### src/rtl/wb_queue.sv
// wb_queue: in-order write-back queue feeding the register file write ports.
// Ports: clk, reset (sync, active-high). in_valid/in_addr/in_data carry IN result lanes.
// in_ready reports room for a full lane group. we_/waddr/wdata are the registered,
// active-low-enable write ports. count, empty and full report queue occupancy.
module wb_queue #(
  parameter int DATA     = 32,
  parameter int ADDR     = 5,
  parameter int IN       = 4,
  parameter int WRITE    = 4,
  parameter int DEPTH    = 8,
  parameter bit ZERO_REG = 1'b1,
  localparam int CNT     = $clog2(DEPTH) + 1
) (
  input  logic                  clk,
  input  logic                  reset,
  input  logic [IN-1:0]         in_valid,
  input  logic [ADDR*IN-1:0]    in_addr,
  input  logic [DATA*IN-1:0]    in_data,
  output logic                  in_ready,
  output logic [WRITE-1:0]      we_,
  output logic [ADDR*WRITE-1:0] waddr,
  output logic [DATA*WRITE-1:0] wdata,
  output logic [CNT-1:0]        count,
  output logic                  empty,
  output logic                  full
);

  localparam int PW = $clog2(DEPTH);

  logic [ADDR-1:0]  mem_addr [DEPTH];
  logic [DATA-1:0]  mem_data [DEPTH];
  logic [PW-1:0]    head;
  logic [PW-1:0]    tail;

  logic [IN-1:0]    keep;
  logic [PW-1:0]    slot [IN];
  logic [CNT-1:0]   nin;
  logic [CNT-1:0]   nin_eff;

  logic [WRITE-1:0] sel;
  logic [CNT-1:0]   ndrain;
  logic             stop;

  // Room is judged from the registered count only, so a full lane
  // group always fits regardless of how much drains this cycle.
  assign in_ready = (CNT'(DEPTH) - count) >= CNT'(IN);
  assign empty    = (count == '0);
  assign full     = (count == CNT'(DEPTH));
  assign nin_eff  = in_ready ? nin : '0;

  // Compact kept lanes: each kept lane lands at tail plus the number
  // of kept lanes below it.
  always_comb begin
    nin = '0;
    for (int i = 0; i < IN; i++) begin
      keep[i] = in_valid[i] &&
                !(ZERO_REG && (in_addr[i*ADDR +: ADDR] == '0));
      slot[i] = tail + nin[PW-1:0];
      if (keep[i]) nin = nin + CNT'(1);
    end
  end

  // Take head entries in order, stopping at the first one whose
  // address repeats an earlier selected entry. Selection is a prefix,
  // so every earlier candidate is an already selected entry.
  always_comb begin
    stop   = 1'b0;
    sel    = '0;
    ndrain = '0;
    for (int k = 0; k < WRITE; k++) begin
      if (!stop && (CNT'(k) < count)) begin
        for (int j = 0; j < k; j++) begin
          if (mem_addr[head + PW'(j)] == mem_addr[head + PW'(k)])
            stop = 1'b1;
        end
        if (!stop) begin
          sel[k] = 1'b1;
          ndrain = ndrain + CNT'(1);
        end
      end else begin
        stop = 1'b1;
      end
    end
  end

  always_ff @(posedge clk) begin
    if (reset) begin
      head  <= '0;
      tail  <= '0;
      count <= '0;
      we_   <= '1;
      waddr <= '0;
      wdata <= '0;
    end else begin
      head  <= head + ndrain[PW-1:0];
      tail  <= tail + nin_eff[PW-1:0];
      count <= count + nin_eff - ndrain;
      for (int k = 0; k < WRITE; k++) begin
        we_[k] <= !sel[k];
        waddr[k*ADDR +: ADDR] <= sel[k] ? mem_addr[head + PW'(k)] : '0;
        wdata[k*DATA +: DATA] <= sel[k] ? mem_data[head + PW'(k)] : '0;
      end
    end
  end

  // Storage needs no reset: only entries counted by count are read.
  always_ff @(posedge clk) begin
    if (!reset && in_ready) begin
      for (int i = 0; i < IN; i++) begin
        if (keep[i]) begin
          mem_addr[slot[i]] <= in_addr[i*ADDR +: ADDR];
          mem_data[slot[i]] <= in_data[i*DATA +: DATA];
        end
      end
    end
  end

endmodule

### config.mk
export PLATFORM = sky130hd
export DESIGN_NAME = wb_queue
export DESIGN_NICKNAME = d
export VERILOG_FILES = /design/src/rtl/wb_queue.sv
export SDC_FILE = /design/constraint.sdc
export NUM_CORES = 2
export LEC_CHECK = 0
export CAP_MARGIN = 20
export CORE_MARGIN = 2
export CORE_UTILIZATION = 35
export CTS_BUF_LIST = sky130_fd_sc_hd__clkbuf_4 sky130_fd_sc_hd__clkbuf_8
export DETAILED_ROUTE_END_ITERATION = 8
export PLACE_DENSITY = 0.65
export RECOVER_POWER = 100
export REMOVE_ABC_BUFFERS = 1
export SLEW_MARGIN = 10
export SYNTH_ARGS = -nofsm -noshare
export SYNTH_HDL_FRONTEND = slang
export SYNTH_SLANG_ARGS = --single-unit
### constraint.sdc
create_clock -name clk -period 7.4 [get_ports clk]
set_clock_uncertainty 0.15 [all_clocks]
set_input_delay 1.48 -clock clk [delete_from_list [all_inputs] [get_ports clk]]
set_output_delay 1.48 -clock clk [all_outputs]
set_load 0.005 [all_outputs]
==> flow_summary_export.csv <==
group,metric,value,unit
run_status,status,"finished with violations",
run_status,violations,"max-capacitance violations, max-slew violations",
synth,ys_seq_elements,458,
synth,netlist_area,33100,um2
final_layout,stdcell_area,38500,um2
die,coreArea,93500,um2
cts,cts.path.max_buffers,3,
setup_path,cp.arrival,6.71,ns
global_route,antenna_found_initial,22,
global_route,grt_overflow,0,
global_route,grt_pass1_vias,25400,
synth,yosysMostFrequentCell,"mux2i_1",
power,p_per_area,400,nW/um2
die,die_area,97100,um2
synth,synth_top_family_by_area,"multiplexers",
synth,ys_warn_count,0,
cts,cts_resized,0,
synth,yosysTopAreaCell,"edfxtp_1",
sta,rsz0062_at_grt,"no",
die,start_util,35.4,%
cts,ctsHtreeMaxLevel,3,
cts,clk_pin_slew,0.06,ns
setup_path,crit_required,7.58,ns
synth,syn_area_per_cell,11.2,um2
final_layout,final_cells,4357,
synth,yosys.area_share.adder,1.03,%
setup_path,path_class,"in2reg",
synth,synthesis.instances,2943,
sta,timing.fmax,153,MHz
setup_path,critPathMaxStageDelay,0.93,ns
die,die_h,312,um
setup_path,cp_slowest_cell,"clkbuf_1",
cts,postCtsHoldBufs,0,
die,row_count,112,
synth,yosys_most_used_dff,"edfxtp_1",
placement,place.gp.congestion,0.863,
die,fp.dieW,312,um
placement,dpl.cell_count,4185,
setup_path,crit_fanout,12,
sta,worstMarginPinSlew,3.80,ns
routing,drc,0,
setup_path,startpoint_type,"primary input",
synth,synth_compound_area_share,13.0,%
synth,ys_seq_area_share,36.6,%
cts,numCtsBuffers,86,
power,cellLeakagePower,15.1,nW
power,finalPower,15.4,mW
global_route,grt_use_total,24.5,%
cts,cts_tree,"done",
routing,antenna_left,0,
synth,netlist_top_cells_count,"mux2i_1 (398), nor2_1 (367), edfxtp_1 (296)",
placement,dp_hpwl,78.5,mm
cts,worstSkewPairLatency,0.74,ns
final_layout,layout-drive-gt1-share,20.5,%
global_route,grt_pass1_wl,177,mm
sta,maxSlewHeadroom,-153,%
synth,synth_cell_types,64,
sta,hold_ws,0.530,ns
synth,synth_xor_area_share,1.35,%
synth,ys_async_sr_fraction,0,%
synth,synth_simple_gate_area_share,8.55,%
setup_path,crit_chain,"dlygate4sd3_1, or4_1, o21ai_0, inv_1, ha_1, xnor2_1, ha_1, inv_1, fa_1, xor2_1, xnor2_1, nor3_1, nand3b_1, clkbuf_1",
synth,synth_edf_count,296,
cts,clock_sinks,458,
placement,detailed_place.area,37000,um2
power,ir_drop,0.316,mV
routing,viasPerCell,6.00,
routing,drtPass1Iterations,6,
final_layout,syn2layout_area_growth,16.2,%
cts,post_cts_buffers,0,
final_layout,finalNetCount,3196,
cts,cts_root_buf,"clkbuf_8",
routing,vias,26100,
routing,drt_iter0_drc,2888,
sta,post-route-period-util,88.3,%
run,maxCapViolations,4,
die,io_pins,313,
setup_path,end_kind,"register",
synth,synth_mux_area_share,33.4,%
synth,synthTopCellsByArea,"edfxtp_1 (27%), mux4_2 (19%), mux2i_1 (12%)",
sta,setup_violations,0,
sta,report.final.hold_viol_count,0,
sta,finalMaxSlewViolations,117,
synth,synth_top_cell_area_share,26.8,%
placement,io_buffer_count,312,
min_path,hp-class,"reg2reg",
routing,drt-total-wl,122,mm
sta,period_minus_slack,6.53,ns
global_route,grt_start_max_net_pins,75,
routing,wl_per_cell,28.0,um
## state kept, by name (all words and copies together) (netlist names)
register  count
count         4
head          3
mem_addr     40
mem_data    256
tail          3
waddr        20
wdata       128
we_           4
## kinds of logic after synthesis
group	after synthesis
AO/OA/AOI/OAI	612
XOR/XNOR	48
adder cells (fa/ha/maj)	23
buffers and inverters	426
flip-flops	458
multiplexers	750
AND/OR/NAND/NOR	626
## report_power, final
part,total (mW),internal [mW],switching (mW)
combinational,8.35,3.83,4.52
clock,2.64,1.40,1.23
sequential,4.39,3.81,0.581
## worst max-delay path: cells and delay by family
| kind | cells | cell delay (ns) |
|---|---|---|
| buffers and inverters | 4 | 1.79 |
| and+or+nand+nor | 3 | 1.26 |
| adders and majority gates | 3 | 0.96 |
| xor gates and xnor gates | 3 | 0.83 |
| AOI/OAI and AO/OA | 1 | 0.37 |
## stage by stage
stage          setup slack, ns  utilization (%)   TNS, ns
5_1_grt                  0.526             41.2         0
2_1_floorplan           -10.16                -  -1679.38
3_5_place_dp             0.702             39.6         0
3_3_place_gp             0.760             39.6         0
4_1_cts                   1.43             41.5         0
6_report                 0.867             41.2         0
## cells in the final DEF, fill, tap and decap left out, types with 8 or more instances in the layout
cell type        netlist  final
a21o_1               223    223
dfxtp_1              162    159
clkbuf_8               0     95
a211oi_1             222    222
inv_1                 16     16
mux2_2                74     73
buf_4                 18     54
nor3_1                15     15
xor2_1                15     15
nor2_1               367    376
xnor2_1               31     31
nand3_4                0      9
nand2_1              148    142
a21oi_1              120    138
nor2b_1                9      9
clkbuf_1             195     11
clkdlybuf4s50_1        0    151
ha_1                  16     15
diode_2                0     12
clkinv_2               0     21
mux2i_1              398    398
dlygate4sd3_1          0    161
buf_12                 3     13
clkbuf_4               0     28
nor2_4                32     23
mux4_2               275    275
clkinv_1               0      8
edfxtp_1             296    296
## routing by layer
layer / part of all wire (%) / global-route usage [%] / vias to the layer above
met2: 46 / 38.1 / 1619
met3: 12 / 7.62 / 288
met4: 3.5 / 9.54 / 26
met5: 0.12 / 0 / -
met1: 39 / 31.8 / 12900
li1: - / - / 11300
## area by class of cell
cell class              count  area [um2]
clock inverters            37         254
well taps                1254        1570
repair buffers            397        3860
diodes                     12        30.0
inverters                  17        65.1
fillers                  8750       55000
flip-flops and latches    458       12100
multi-input cells        2059       19000
clock buffers             123        1520
## final timing paths
kind,from,endpoint,slack (ns),depth (start not counted)
hold reg to reg,head[1],wdata[77],0.53,2
setup reg to reg,head[0],wdata[92],0.96,10
setup / recovery,in_addr[1],mem_data[4][29],0.87,14
hold / removal,head[1],wdata[77],0.53,2
Note: power is estimated with default switching activity, not from simulation.
